--- src/rtl/forward_ctrl.sv ---
// Hazard and forwarding control for a 5-stage in-order pipeline.
// Shadow copies of EX/MEM/WB drive the operand bypass selects and the load-use stall.
module forward_ctrl (
    input  logic        clk_i,
    input  logic        rst_i,
    input  logic        id_valid_i,
    input  logic [4:0]  id_rs1_i,
    input  logic [4:0]  id_rs2_i,
    input  logic        id_rs1_use_i,
    input  logic        id_rs2_use_i,
    input  logic [4:0]  id_rd_i,
    input  logic        id_regwrite_i,
    input  logic        id_memread_i,
    input  logic        flush_i,
    input  logic        freeze_i,
    output logic [1:0]  fwd_a_sel_o,
    output logic [1:0]  fwd_b_sel_o,
    output logic        stall_o,
    output logic        bubble_o,
    output logic [15:0] stall_cnt_o
);

    typedef struct packed {
        logic       valid;
        logic [4:0] rs1;
        logic [4:0] rs2;
        logic       rs1_use;
        logic       rs2_use;
        logic [4:0] rd;
        logic       regwrite;
        logic       memread;
    } ex_stage_t;

    typedef struct packed {
        logic       valid;
        logic [4:0] rd;
        logic       regwrite;
    } wr_stage_t;

    localparam logic [1:0] SEL_REG = 2'b00;
    localparam logic [1:0] SEL_WB  = 2'b01;
    localparam logic [1:0] SEL_MEM = 2'b10;

    ex_stage_t   ex_q, ex_d;
    wr_stage_t   mem_q, mem_d;
    wr_stage_t   wb_q, wb_d;
    logic [15:0] stall_cnt_q, stall_cnt_d;
    logic        hz;

    // A producer only bypasses if it really writes a non-x0 register matching the source.
    function automatic logic writes_reg(input wr_stage_t st, input logic [4:0] rs);
        return st.valid && st.regwrite && (st.rd != 5'd0) && (st.rd == rs);
    endfunction

    function automatic logic [1:0] fwd_sel(input ex_stage_t ex, input wr_stage_t mem,
                                           input wr_stage_t wb, input logic [4:0] rs,
                                           input logic rs_use);
        logic [1:0] sel;
        sel = SEL_REG;
        if (ex.valid && rs_use) begin
            if (writes_reg(mem, rs))
                sel = SEL_MEM;
            else if (writes_reg(wb, rs))
                sel = SEL_WB;
        end
        return sel;
    endfunction

    assign hz = id_valid_i && ex_q.valid && ex_q.memread && ex_q.regwrite && (ex_q.rd != 5'd0) &&
                ((id_rs1_use_i && (id_rs1_i == ex_q.rd)) || (id_rs2_use_i && (id_rs2_i == ex_q.rd)));

    assign fwd_a_sel_o = fwd_sel(ex_q, mem_q, wb_q, ex_q.rs1, ex_q.rs1_use);
    assign fwd_b_sel_o = fwd_sel(ex_q, mem_q, wb_q, ex_q.rs2, ex_q.rs2_use);
    assign stall_cnt_o = stall_cnt_q;

    always_comb begin
        // NOTE: every output of this block gets a default first so no path infers a latch.
        ex_d        = ex_q;
        mem_d       = mem_q;
        wb_d        = wb_q;
        stall_cnt_d = stall_cnt_q;
        stall_o     = 1'b0;
        bubble_o    = 1'b0;

        if (freeze_i) begin
            stall_o = 1'b1;
        end else begin
            wb_d  = mem_q;
            mem_d = '{valid: ex_q.valid, rd: ex_q.rd, regwrite: ex_q.regwrite};
            ex_d  = '{valid: id_valid_i, rs1: id_rs1_i, rs2: id_rs2_i,
                      rs1_use: id_rs1_use_i, rs2_use: id_rs2_use_i, rd: id_rd_i,
                      regwrite: id_regwrite_i, memread: id_memread_i};
            // Flush wins over a load-use hazard: the stalled instruction is being killed anyway.
            if (flush_i && !rst_i) begin
                ex_d     = '0;
                bubble_o = 1'b1;
            end else if (hz) begin
                ex_d     = '0;
                stall_o  = 1'b1;
                bubble_o = 1'b1;
                if (stall_cnt_q != 16'hFFFF)
                    stall_cnt_d = stall_cnt_q + 16'd1;
            end
        end
    end

    // NOTE: sequential state uses non-blocking assignments so all stages shift on the same edge.
    always_ff @(posedge clk_i or posedge rst_i) begin
        if (rst_i) begin
            ex_q        <= '0;
            mem_q       <= '0;
            wb_q        <= '0;
            stall_cnt_q <= '0;
        end else begin
            ex_q        <= ex_d;
            mem_q       <= mem_d;
            wb_q        <= wb_d;
            stall_cnt_q <= stall_cnt_d;
        end
    end

endmodule

--- config.mk ---
export PLATFORM = sky130hd
export DESIGN_NAME = forward_ctrl
export DESIGN_NICKNAME = d
export VERILOG_FILES = /design/src/rtl/forward_ctrl.sv
export SDC_FILE = /design/constraint.sdc
export NUM_CORES = 1
export LEC_CHECK = 0
export CAP_MARGIN = 5
export CORE_ASPECT_RATIO = 0.9
export CORE_UTILIZATION = 45
export CTS_CLUSTER_SIZE = 12
export DETAILED_ROUTE_END_ITERATION = 10
export GPL_TIMING_DRIVEN = 0
export PLACE_DENSITY = 0.7
export SETUP_SLACK_MARGIN = 0.05
export SLEW_MARGIN = 20
export SYNTH_ARGS = -nofsm -noshare
export SYNTH_HDL_FRONTEND = slang
export SYNTH_SLANG_ARGS = --single-unit
--- constraint.sdc ---
create_clock -name clk_i -period 4.19 [get_ports clk_i]
set_clock_uncertainty 0.1 [all_clocks]
set_input_delay 0.838 -clock clk_i [delete_from_list [all_inputs] [get_ports clk_i]]
set_output_delay 0.838 -clock clk_i [all_outputs]
set_load 0.01 [all_outputs]
After elaboration in Yosys (flattened, before gate mapping)
Index checks and enable logic that the tools add are counted.
- flip-flop bits (word level): 50
- input bits: 24
- output and inout port bits: 22
- logic and storage cells: 62
- add/subtract/negate cells: 1
- eq/ne operators: 7
- mux-type cells: 13
- bitwise gates (word level): 2
- reduce and logical (&&, ||, !) cells: 24
- operators by type and width (operator ; count):
    $mux W20 ; 2
    $eq A5 B5 Y1 ; 6
    $logic_and A1 B1 Y1 ; 18
    $add A16 B1 Y16 const B ; 1
    $ne A16 B16 Y1 const B ; 1
    $reduce_bool A5 Y1 ; 3
    $mux W2 ; 4
    $mux W1 ; 7
    $reduce_and A4 Y1 ; 1
    $not A1 Y1 ; 2
    $logic_not A1 Y1 ; 1
    $logic_or A1 B1 Y1 ; 1

Longest topological paths before layout
- depth in word-level cells: 8
- depth in mapped cells: 6
- gate-level depth less buffers: 5

Least setup slack after synthesis
No wires, ideal clock.
- kind: in2out
- start: input id_rs2_i[0]
- end: output bubble_o
- arrival time: 1.829 ns
- data required time: 3.252 ns
- path slack: 1.423 ns
- stages on the path: 6
- buffers on the path: 1
- cells stage by stage: xnor2_1 nand4_1 o22ai_4 buf_6 nand2_1 a21oi_1
- cells in the longest elaborated chain, start to end: 7
- ends and longest elaborated chain (element ; RTL line ; source):
    start: declaration ; 8 ; input logic [4:0] id_rs2_i,
    $eq A5 B5 Y1 ; 70 ; ((id_rs1_use_i && (id_rs1_i == ex_q.rd)) || (id_rs2_use_i && (id_rs2_i == ex_q.rd)));
    $logic_and A1 B1 Y1 ; 70 ;
    $logic_or A1 B1 Y1 ; 70 ;
    $logic_and A1 B1 Y1 ; 69 ; assign hz = id_valid_i && ex_q.valid && ex_q.memread && ex_q.regwrite && (ex_q.rd != 5'd0) &&
    $mux W1 ; 97 ; end else if (hz) begin
    $mux W1 ; 94 ; if (flush_i && !rst_i) begin
    $mux W1 ; 85 ; if (freeze_i) begin
    end: declaration ; 19 ; output logic bubble_o,
No other way between the ends.

Worst setup path in the final report
- start: input id_rs2_i[1]
- end: output bubble_o
The elaborated chain is that of the path after synthesis.

==> flow_summary.json <==
{
  "clock_path_buffers": 2,
  "reg2reg_slack_ns": 2.24,
  "cts_buffers": 5,
  "fp-row-count": 25,
  "grt.total_usage": 0.2257,
  "critPathMaxFanout": 10,
  "antenna_left": 0,
  "setup_tns_ns": 0,
  "combPwrFrac": 0.157,
  "postCtsSetupRepairBufs": 0,
  "setup_violations": 0,
  "worstSetupEndpointType": "output port",
  "pwr-share-seq": 0.527,
  "io_buffers": 44,
  "cts_sinks": 50,
  "postCtsHoldBufs": 0,
  "critPathLaunchType": "primary input",
  "syn_area_mm2": 0.002544,
  "synth_edf_count": 0,
  "hold_viol_final": 0,
  "ys_ff_latch": 50,
  "period_needed_ns": 3.853,
  "synth_cell_type_count": 34,
  "drtIter0Drc": 124,
  "period_share": 0.9195,
  "die_h_um": 73.33,
  "power.density_mw_per_mm2": 342.2,
  "htree_levels": 2,
  "cap_violations": 0,
  "dp_hpwl_um": 4306,
  "clock_latency_ns": 0.31,
  "p_switching_mw": 0.2956,
  "die-area_mm2": 0.005958,
  "holdWs_ns": 0.4025,
  "drive_above_1_share": 0.1559,
  "avgSynthCellArea_um2": 12.11,
  "grt_pass1_wl_um": 9791,
  "r2r_end": "stall_cnt_o[1]$_DFFE_PP0P_",
  "finalNetCount": 287,
  "fin_area_mm2": 0.003201,
  "timing.fmax_ghz": 0.2596,
  "grt_remaining_overflow": 0,
  "synthFlopType": "dfrtp_1",
  "firstDrtPassIters": 4,
  "rsz0062_at_grt": "no",
  "coreArea_mm2": 0.005349,
  "cp.required_ns": 3.25,
  "r2r-start": "stall_cnt_o[9]$_DFFE_PP0P_",
  "yosysSeqAreaShare": 0.4919,
  "clk_pin_slew_ns": 0.10,
  "final_cells": 330,
  "cts-root-buf": "clkbuf_8",
  "wl_um": 5860,
  "slew_headroom": 0.6068,
  "crit_arrival_ns": 2.91,
  "pre_cts_ws_ns": 0.3133,
  "die_x_um": 81.25,
  "avgRoutedWirePerCell_um": 17.76,
  "syn2layout_area_growth_pct": 25.82,
  "via_per_inst": 5.694,
  "place_area_mm2": 0.003088,
  "crit_type": "in -> out",
  "synth-async-reset-ratio": 1.000,
  "hold_class": "reg -> reg",
  "maxSlewViolCount": 0,
  "postLayoutCoreUtil": 0.5984,
  "mostFrequentLayoutCells": "dfrtp_1, clkdlybuf4s50_1, xnor2_1, a22o_1, mux2_2",
  "vias": 1879,
  "status": "completed",
  "setup_ws_ns": 0.3374,
  "pin_count": 46,
  "worstMarginPinSlew_ns": 0.5898,
  "place_inst": 322,
  "post-route-drc-count": 0,
  "cts_resized": 0,
  "vdd_drop_max_mv": 0.2048,
  "rr_worst_depth": 5,
  "min_from": "stall_cnt_o[14]$_DFFE_PP0P_",
  "grt_max_degree": 29,
  "synth_nets": 235,
  "yosys_warnings": 0,
  "diodes": 0,
  "start_util": 0.4756,
  "routabilityCongestion": 0.8584,
  "pwr-share-clk": 0.316,
  "grt_antenna_before_repair": 0,
  "power_mw": 1.095,
  "syn_inst": 210,
  "cellLeakagePower_nw": 1.372,
  "layout_commonest_cell": "dfrtp_1",
  "holdPathStages": 1,
  "hold_end": "stall_cnt_o[14]$_DFFE_PP0P_",
  "sw_frac_of_total": 0.2699,
  "tritoncts": "built",
  "grt_pass1_vias": 1880,
  "p_int_mw": 0.7996
}
Yosys cell counts, types with 2 or more instances:
library cell   n  share of area
and3_1        11          0.027
xnor2_1       33           0.11
dfrtp_1       50           0.49
buf_2          2         0.0039
clkbuf_1       2         0.0030
buf_6          3          0.013
xor2_1        12          0.041
a22o_1        20          0.069
nor2_1         2         0.0030
nand4_1       13          0.032
and3_2         2         0.0059
nand2_1        5         0.0074
a21oi_2        2         0.0069
nand3_1       10          0.020
nor3_1         4         0.0079
o211ai_1       2         0.0059
mux2_2        14          0.062
and2_1         2         0.0049
or4_1          2         0.0059
nand2b_1       2         0.0049
nor4_1         4         0.0098
worst max-delay path by stage:
| stage | start | endpoint | slack (ns) |
|---|---|---|---|
| after floorplan | id_rs2_i[0] | bubble_o | 1.42 |
| after global placement | id_rs2_i[4] | bubble_o | 0.32 |
| after detailed placement | id_rs2_i[3] | bubble_o | 0.31 |
| after CTS | id_rs2_i[3] | bubble_o | 0.32 |
| after global routing | id_rs2_i[3] | bubble_o | 0.18 |
| final | id_rs2_i[1] | bubble_o | 0.34 |
cell type report:
class                      count  area, um^2
buffer                         8       55.05
clock buffer                   5       68.82
fill                         462        2148
multi-input combinational    151        1234
inverter                       1       3.754
tap                           67       83.83
sequential                    50        1251
clock inverter                 3       43.79
timing repair buffer          45       460.4
cells by family (layout without fill, tap and decap cells):
group / after synthesis / after routing / share of synthesized area
AND/OR/NAND/NOR: 61 / 61 / 0.1490
flip-flops: 50 / 50 / 0.4919
XOR/XNOR: 45 / 45 / 0.1549
AO/OA/AOI/OAI: 29 / 29 / 0.1082
multiplexers: 15 / 15 / 0.06788
buffers and inverters: 9 / 62 / 0.02312
adder cells (fa/ha/maj): 1 / 1 / 0.004918
power by group through the flow:
stage / registers [mW] / clock network [mW] / logic, mW
2_1_floorplan: 0.567 / 0 / 0.122
3_3_place_gp: 0.583 / 0 / 0.167
3_5_place_dp: 0.585 / 0 / 0.173
4_1_cts: 0.576 / 0.354 / 0.174
5_1_grt: 0.583 / 0.376 / 0.190
6_report: 0.577 / 0.346 / 0.172
flip-flops by register name, summed over array words and instances, names as in the netlist:
signal and flops:
wb_q 7, stall_cnt_o 16, ex_q 20, mem_q 7
layer usage:
metal,vias up,track usage,wire length (um)
met2,49,0.3165,2658
met5,-,0,0
li1,875,-,-
met3,9,0.04720,193
met1,946,0.3435,2931
met4,0,0.07540,77
worst max-delay path, cell delays in order:
cell	delay, ns
clkdlybuf4s50_1	0.50
xnor2_1	0.13
nand4_1	0.16
o22ai_4	0.36
buf_6	0.19
nand2_1	0.05
a21oi_1	0.12
clkdlybuf4s50_1	0.55
No activity file was read; power rests on OpenSTA's default activity.
